==> src/rtl/axbtb_update_sender.sv <==
// Approximate-BCC BTB update sender: gathers taken apBCC branch results from all lanes into a FIFO
// and emits one update per cycle over valid/ready. Optional macro: AXBTB_UPDATE_COALESCE_EN (redundant-update filtering).
module axbtb_update_sender #(
    parameter int unsigned LANES      = 2,
    parameter int unsigned DEPTH      = 8,
    parameter int unsigned ADDR_WIDTH = 32
) (
    input  logic                                  clk,
    input  logic                                  rst,
    input  logic [LANES-1:0]                      brValid,
    input  logic [LANES-1:0]                      brExecTaken,
    input  logic [LANES-1:0]                      brIsApBCC,
    input  logic [LANES-1:0]                      brIsCondBr,
    input  logic [LANES-1:0][ADDR_WIDTH-1:0]      brAddr,
    input  logic [LANES-1:0][ADDR_WIDTH-1:0]      brNextAddr,
    input  logic                                  flush,
    output logic                                  updValid,
    input  logic                                  updReady,
    output logic [ADDR_WIDTH-1:0]                 updAddr,
    output logic [ADDR_WIDTH-1:0]                 updTarget,
    output logic                                  updIsCondBr,
    output logic [$clog2(DEPTH):0]                occupancy,
    output logic [15:0]                           dropCount
);

    localparam int unsigned PW = $clog2(DEPTH);
    localparam int unsigned CW = PW + 1;

    typedef struct packed {
        logic [ADDR_WIDTH-1:0] addr;
        logic [ADDR_WIDTH-1:0] target;
        logic                  is_cond;
    } entry_t;

    typedef enum logic {ST_EMPTY, ST_ACTIVE} state_t;

    state_t          state_q, state_d;
    entry_t          mem_q [DEPTH];
    entry_t          mem_d [DEPTH];
    logic [PW-1:0]   head_q, head_d;
    logic [PW-1:0]   tail_q, tail_d;
    logic [CW-1:0]   count_q, count_d;
    logic [15:0]     drop_q, drop_d;

    logic [LANES-1:0] elig;
    logic [CW-1:0]    free_slots;
    logic [CW-1:0]    n_push;
    logic [CW-1:0]    n_drop;
    logic [16:0]      drop_sum;
    logic             pop;
    logic             redundant;

    assign elig = brValid & brExecTaken & brIsApBCC;

    // Push/pop/flush bookkeeping and state transitions
    always_comb begin
        state_d    = state_q;
        mem_d      = mem_q;
        head_d     = head_q;
        tail_d     = tail_q;
        count_d    = count_q;
        drop_d     = drop_q;
        free_slots = CW'(DEPTH) - count_q;
        n_push     = '0;
        n_drop     = '0;
        drop_sum   = '0;
        redundant  = 1'b0;
        pop        = (state_q == ST_ACTIVE) && updReady;

        for (int i = 0; i < LANES; i++) begin
            redundant = 1'b0;
`ifdef AXBTB_UPDATE_COALESCE_EN
            if (count_q != '0 &&
                mem_q[PW'(tail_q - PW'(1))].addr   == brAddr[i] &&
                mem_q[PW'(tail_q - PW'(1))].target == brNextAddr[i])
                redundant = 1'b1;
            for (int j = 0; j < LANES; j++) begin
                if (j < i && elig[j] && brAddr[j] == brAddr[i] && brNextAddr[j] == brNextAddr[i])
                    redundant = 1'b1;
            end
`endif
            if (elig[i] && !redundant) begin
                if (n_push < free_slots) begin
                    mem_d[PW'(tail_q + PW'(n_push))] = '{addr: brAddr[i], target: brNextAddr[i],
                                                         is_cond: brIsCondBr[i]};
                    n_push = n_push + CW'(1);
                end else begin
                    n_drop = n_drop + CW'(1);
                end
            end
        end

        if (flush) begin
            mem_d   = mem_q;
            head_d  = '0;
            tail_d  = '0;
            count_d = '0;
            state_d = ST_EMPTY;
        end else begin
            if (pop)
                head_d = PW'(head_q + PW'(1));
            tail_d   = PW'(tail_q + PW'(n_push));
            count_d  = count_q + n_push - CW'(pop);
            drop_sum = {1'b0, drop_q} + 17'(n_drop);
            drop_d   = (drop_sum > 17'h0FFFF) ? 16'hFFFF : drop_sum[15:0];
            case (state_q)
                ST_EMPTY:  if (n_push != '0) state_d = ST_ACTIVE;
                ST_ACTIVE: if (count_d == '0) state_d = ST_EMPTY;
                default:   state_d = ST_EMPTY;
            endcase
        end
    end

    always_ff @(posedge clk or posedge rst) begin
        if (rst) begin
            state_q <= ST_EMPTY;
            mem_q   <= '{default: '0};
            head_q  <= '0;
            tail_q  <= '0;
            count_q <= '0;
            drop_q  <= '0;
        end else begin
            state_q <= state_d;
            mem_q   <= mem_d;
            head_q  <= head_d;
            tail_q  <= tail_d;
            count_q <= count_d;
            drop_q  <= drop_d;
        end
    end

    // Head entry is read straight from storage, so upd* never depends on br* in the same cycle
    assign updValid    = (state_q == ST_ACTIVE);
    assign updAddr     = mem_q[head_q].addr;
    assign updTarget   = mem_q[head_q].target;
    assign updIsCondBr = mem_q[head_q].is_cond;
    assign occupancy   = count_q;
    assign dropCount   = drop_q;

endmodule

==> config.mk <==
export PLATFORM = sky130hd
export DESIGN_NAME = axbtb_update_sender
export DESIGN_NICKNAME = d
export VERILOG_FILES = /design/src/rtl/axbtb_update_sender.sv
export SDC_FILE = /design/constraint.sdc
export NUM_CORES = 2
export LEC_CHECK = 0
export CORE_UTILIZATION = 59
export CTS_CLUSTER_DIAMETER = 30
export CTS_CLUSTER_SIZE = 10
export DETAILED_ROUTE_END_ITERATION = 7
export DONT_BUFFER_PORTS = 1
export PLACE_DENSITY = 0.78
export SYNTH_ARGS = -nofsm -noshare
export SYNTH_HDL_FRONTEND = slang
export SYNTH_SLANG_ARGS = --single-unit
==> constraint.sdc <==
create_clock -name clk -period 21.6 [get_ports clk]
set_input_delay 6.48 -clock clk [delete_from_list [all_inputs] [get_ports clk]]
set_output_delay 6.48 -clock clk [all_outputs]
set_load 0.02 [all_outputs]
Word level (Yosys, flattened, before mapping)
Index checks and enable logic that the tools add are counted.
{"block": "totals", "regBits": 547, "input_bits": 140, "out_inout_bits": 86, "elab_cells": 88}
{"block": "classes", "addsub": 9, "order_cmp": 8, "mux": 30, "bitwise": 6, "reduce_logical": 6}
{"op": "$mux W520", "n": 4}
{"op": "$bwmux W520", "n": 2}
{"op": "$demux W65 S3", "n": 2}
{"op": "$mux W65", "n": 4}
{"op": "$bmux W65 S3", "n": 1}
{"op": "$mux W4", "n": 7}
{"op": "$add A16 B4 Y17", "n": 1}
{"op": "$gt A17 B16 Y1 const B", "n": 1}
{"op": "$mux W16", "n": 1}
{"op": "$ge A4 B4 Y1 const B", "n": 3}
{"op": "$not A3 Y4", "n": 3}
{"op": "$mux W3", "n": 3}
{"op": "$add A4 B1 Y4 const B", "n": 2}
{"op": "$lt A4 B1 Y1 const B", "n": 2}
{"op": "$add A3 B3 Y3", "n": 2}
{"op": "$mux W1", "n": 5}
{"op": "$add A4 B4 Y4", "n": 1}
{"op": "$and A2 B2 Y2", "n": 2}
{"op": "$logic_not A4 Y1", "n": 1}
{"op": "$lt A1 B4 Y1 const A", "n": 1}
{"op": "$lt A4 B4 Y1", "n": 1}
{"op": "$reduce_bool A4 Y1", "n": 1}
{"op": "$sub A4 B1 Y4", "n": 1}
{"op": "$sub A4 B4 Y4 const A", "n": 1}
{"op": "5 further kinds", "n": 7}

Longest topological paths before layout
{"block": "depth", "word_depth": 13, "depth_mapped": 19, "mapped_depth_nobuf": 19}

Worst setup path after synthesis
No wires, ideal clock.
{"block": "synth_timing", "path_kind": "input to register", "startpoint": "in brValid[0]", "endpoint": "reg state_q, in the netlist updValid", "setup_time_ns": 0.126, "t_arrival_ns": 9.211, "required_ns": 21.474, "path_slack_ns": 12.263, "stages": 17, "n_path_buf": 0, "path_cell_list": "nand3_1 > a221o_1 > nor2_2 > inv_1 > ha_1 > nand2_1 > o31ai_1 > inv_1 > ha_1 > inv_1 > ha_1 > inv_1 > fa_1 > nand2_1 > nor2_1 > a21oi_1 > o32a_1"}
{"block": "synth_via", "elab_chain_len": 12, "elab_cells_between_ends": 15, "cone_classes": "3 x add/sub; 1 x order compare; 7 x mux; 2 x bitwise; 2 x reduce/logical"}
{"element": "start: declaration", "line_no": "10", "source": "input logic [LANES-1:0] brValid,"}
{"element": "$and A2 B2 Y2 * (2 in series)", "line_no": "53", "source": "assign elig = brValid & brExecTaken & brIsApBCC;"}
{"element": "$mux W4 *", "line_no": "82", "source": "if (elig[i] && !redundant) begin"}
{"element": "$add A4 B1 Y4 or $lt A4 B4 Y1 (tied branches)", "line_no": "86, 83"}
{"element": "$mux W4", "line_no": "83", "source": "if (n_push < free_slots) begin"}
{"element": "$mux W4 *", "line_no": "82"}
{"element": "$add A4 B4 Y4", "line_no": "103", "source": "count_d = count_q + n_push - CW'(pop);"}
{"element": "$sub A4 B1 Y4", "line_no": "103"}
{"element": "$logic_not A4 Y1", "line_no": "108", "source": "ST_ACTIVE: if (count_d == '0) state_d = ST_EMPTY;"}
{"element": "$mux W1", "line_no": "108"}
{"element": "$pmux W1 S2 *", "line_no": "106", "source": "case (state_q)"}
{"element": "$mux W1 *", "line_no": "93", "source": "if (flush) begin"}
{"element": "via state_d", "line_no": "37", "source": "state_t state_q, state_d;"}
{"element": "end signal: assignment", "line_no": "123", "source": "state_q <= state_d;"}
{"element": "end: declaration", "line_no": "37"}
The timed path passes the listed nets; every way through them passes the cells marked *.
A chain may end at the register's enable or synchronous reset.

Worst setup path in the final report
{"block": "layout_timing", "startpoint": "reg head_q[1]", "endpoint": "out updTarget[30]"}
{"block": "layout_via", "elab_chain_len": 4}
{"element": "start: declaration", "line_no": "40", "source": "logic [PW-1:0] head_q, head_d;"}
{"element": "start signal: assignment", "line_no": "118", "source": "head_q <= '0;"}
{"element": "start signal: assignment", "line_no": "125", "source": "head_q <= head_d;"}
{"element": "$not A3 Y4 (not written as such)", "line_no": "135", "source": "assign updTarget = mem_q[head_q].target;"}
{"element": "$bmux W65 S3", "line_no": "135"}
{"element": "$mux W65 (2 in series)"}
{"element": "end: declaration", "line_no": "20", "source": "output logic [ADDR_WIDTH-1:0] updTarget,"}
No other way between the ends. The select of a mux whose other input is x is not followed.

==> flow_summary.ini <==
[global_routing]
track_usage_pct = 44.9
antenna_found_initial = 1
grt_pass1_vias = 30900
grt_overflow = 0
grt_max_degree = 149
grt_pass1_wl_mm = 183

[cells_and_area]
seq_area_um2 = 13700
layout.nets = 3118
multi_input_area_um2 = 15800
finish.utilization_pct = 68.6
drive_above_1_share_pct = 20.3
area_growth_pct = 14.5
fill_cells = 3631

[power]
p_sw_mw = 1.36
p_sw_share_pct = 31.3
p_leak_nw = 14.8
internal-power_mw = 2.99
ir_drop_mv = 0.0876
p_seq_share_pct = 31.5
clkPwrFrac_pct = 45.5
cellPowerDensity_nw_per_um2 = 121
combPwrFrac_pct = 23.0

[route]
vias = 29500
avgRoutedWirePerCell_um = 32.4
drc_errors = 41
wl_mm = 122
top_layer = met4
drtAntennaViolNets = 0
dr_wl_met3_mm = 18.7
wl_met1_mm = 40.2
route.met2.wl_mm = 53.4
drt_pass1_iterations = 8
drt-initial-drc-count = 4297
vias_per_cell = 7.86

[worst_setup_path]
crit_type = reg2out
start_kind = flip-flop
rr_worst_depth = 14
path_max_fanout = 59
end_kind = output pin
required_ns = 15.12
cp.arrival_ns = 4.37

[cts]
h-tree-depth = 3
hold_buffers = 0
cts_resized = 0
clk_path_buf_depth = 3
clk-insertion-delay-late_ns = 0.70
cts_tree = built
clk_pin_slew_worst_paths_ns = 0.04
cts_made_buffers = 121
post_cts_buffers = 0
cts_sinks = 547
root_buffer = clkbuf_16

[timing]
rsz0062_at_grt = no
slew_viol_final = 0
setup_viol = 0
finClkSkew_ns = 0.0299
min_period_ns = 10.85
relSlewSlack_pct = 7.35
hold_viol_final = 0
final.period_utilization_pct = 50.2
tightestPinTransition_ns = 1.39
max_freq_ghz = 0.0922
tns_ns = 0

[logic_synthesis]
ys_seq_elements = 547
syn_area_um2 = 31600
synth_fp_nets = 3291
yosys.area.top_type = dfrtp_1
synthTopCellsByArea = dfrtp_1, mux4_2, o211ai_1
ys_types = 75
netlist.area_leader.share_pct = 43.4
yosys_warnings = 0
synth_ff_type = dfrtp_1
syn_inst = 3133
ys_async_sr_fraction_pct = 100
syn_area_per_cell_um2 = 10.1
ys_seq_area_share_pct = 43.4
synth_edf_count = 0

[floorplanning]
pin_count = 226
die_w_um = 233
die_h_um = 233
start_util_pct = 59.9
dieArea_um2 = 54400
core_um2 = 52700
num_rows = 84

[min_path]
whs_path_depth = 1
worstHoldPathType = reg2reg

[place]
io_buffer_count = 0
gp_congestion = 0.881
dpl.hpwl_mm = 62.5

[status]
violations = DRC
status = complete, but fails checks

[run]
max-cap-violations = 0
[metrics by stage]
stage | hold slack, ns | total power [mW] | area, um2 | setup WS, ns | cells
after floorplan | 0.490 | 2.09 | 31600 | 7.68 | 3133
after global routing | 0.539 | 4.48 | 36100 | 10.67 | 3752
after CTS | 0.524 | 4.32 | 36100 | 10.84 | 3752
after detailed placement | 0.514 | 2.35 | 31700 | 11.23 | 3525
final | 0.525 | 4.36 | 36100 | 10.75 | 3755
after global placement | 0.505 | 2.31 | 31700 | 11.42 | 3525
[placed cells by master, fill, tap and decap left out, types with 67 or more instances in the layout]
master and n:
nor2_1 139, o311ai_0 95, clkbuf_16 124, dfrtp_1 543, mux4_2 130, nand3_1 81, o221a_2 90, o21ai_0 85
inv_1 220, nand2_1 363, o211ai_1 199, nor3_1 82, nor2b_1 67, a221oi_1 119, nand4_1 112
[synthesized netlist by cell type (13+ instances only)]
cell       count
nand2b_1      38
and3_1        23
a21oi_1       16
dfrtp_1      547
buf_1         26
buf_2         64
nand3_1       84
nor2b_1       67
o221a_2       90
mux4_2       130
o221ai_1      27
a221oi_2      13
nand4_1      112
nor2_1       142
inv_1        221
nand2_1      365
a2bb2oi_1     53
nor3b_1       28
o311ai_0      95
a221o_1       13
ha_1          15
clkbuf_1     256
a222oi_1      34
a221oi_1     119
or3_1         16
o211ai_1     199
mux2_2        65
o21ai_0       85
nor3_1        84
[cell type report]
| class | instances | share of cell area [%] |
|---|---|---|
| repair buffers | 57 | 1.25 |
| flip-flops and latches | 547 | 37.9 |
| inverters | 222 | 2.32 |
| well taps | 688 | 2.38 |
| multi-input cells | 2011 | 43.9 |
| clock buffers | 156 | 9.51 |
| clock inverters | 71 | 2.71 |
| diodes | 3 | 0.0208 |
[state kept, by name, indices dropped and copies added, names as in the netlist]
signal	flops
dropCount	16
head_q	3
mem_q	520
occupancy	4
tail_q	3
updValid	1
[power groups by stage]
stage	Clock [mW]	Combinational (mW)	Sequential, mW
5_1_grt	2.03	1.06	1.39
2_1_floorplan	0	0.781	1.31
6_report	1.98	1.00	1.37
4_1_cts	1.97	0.981	1.36
3_3_place_gp	0	0.942	1.36
3_5_place_dp	0	0.974	1.37
[cell families after synthesis]
group	Yosys count	share of synthesized area, %
buffers and inverters	575	7.18
adders and majority gates	18	0.785
DFF	547	43.4
and+or+nand+nor	985	15.1
AOI/OAI and AO/OA	794	21.4
muxes	201	11.8
xor gates and xnor gates	13	0.385
[layer usage]
layer,vias to the layer above,global-route usage [%]
met2,2717,66.9
li1,11600,-
met5,-,0
met3,814,16.6
met4,0,31.8
met1,14400,53.6
[path summary, 6_finish.rpt]
check	startpoint	endpoint	slack, ns
setup / recovery	head_q[1]	updTarget[30]	10.75
max in group asynchronous	rst	mem_q[191]	12.91
hold / removal	mem_q[434]	mem_q[434]	0.52
setup reg to reg	occupancy[0]	mem_q[298]	16.31
hold reg to reg	mem_q[434]	mem_q[434]	0.52
min in group asynchronous	rst	mem_q[466]	5.79
[critical path, cell delays in order, from the launching register on]
cell and delay, ns:
dfrtp_4 0.88, buf_4 1.00, buf_4 0.75, mux4_2 0.60, mux2_2 0.38
Note: power is estimated with default switching activity, not from simulation.
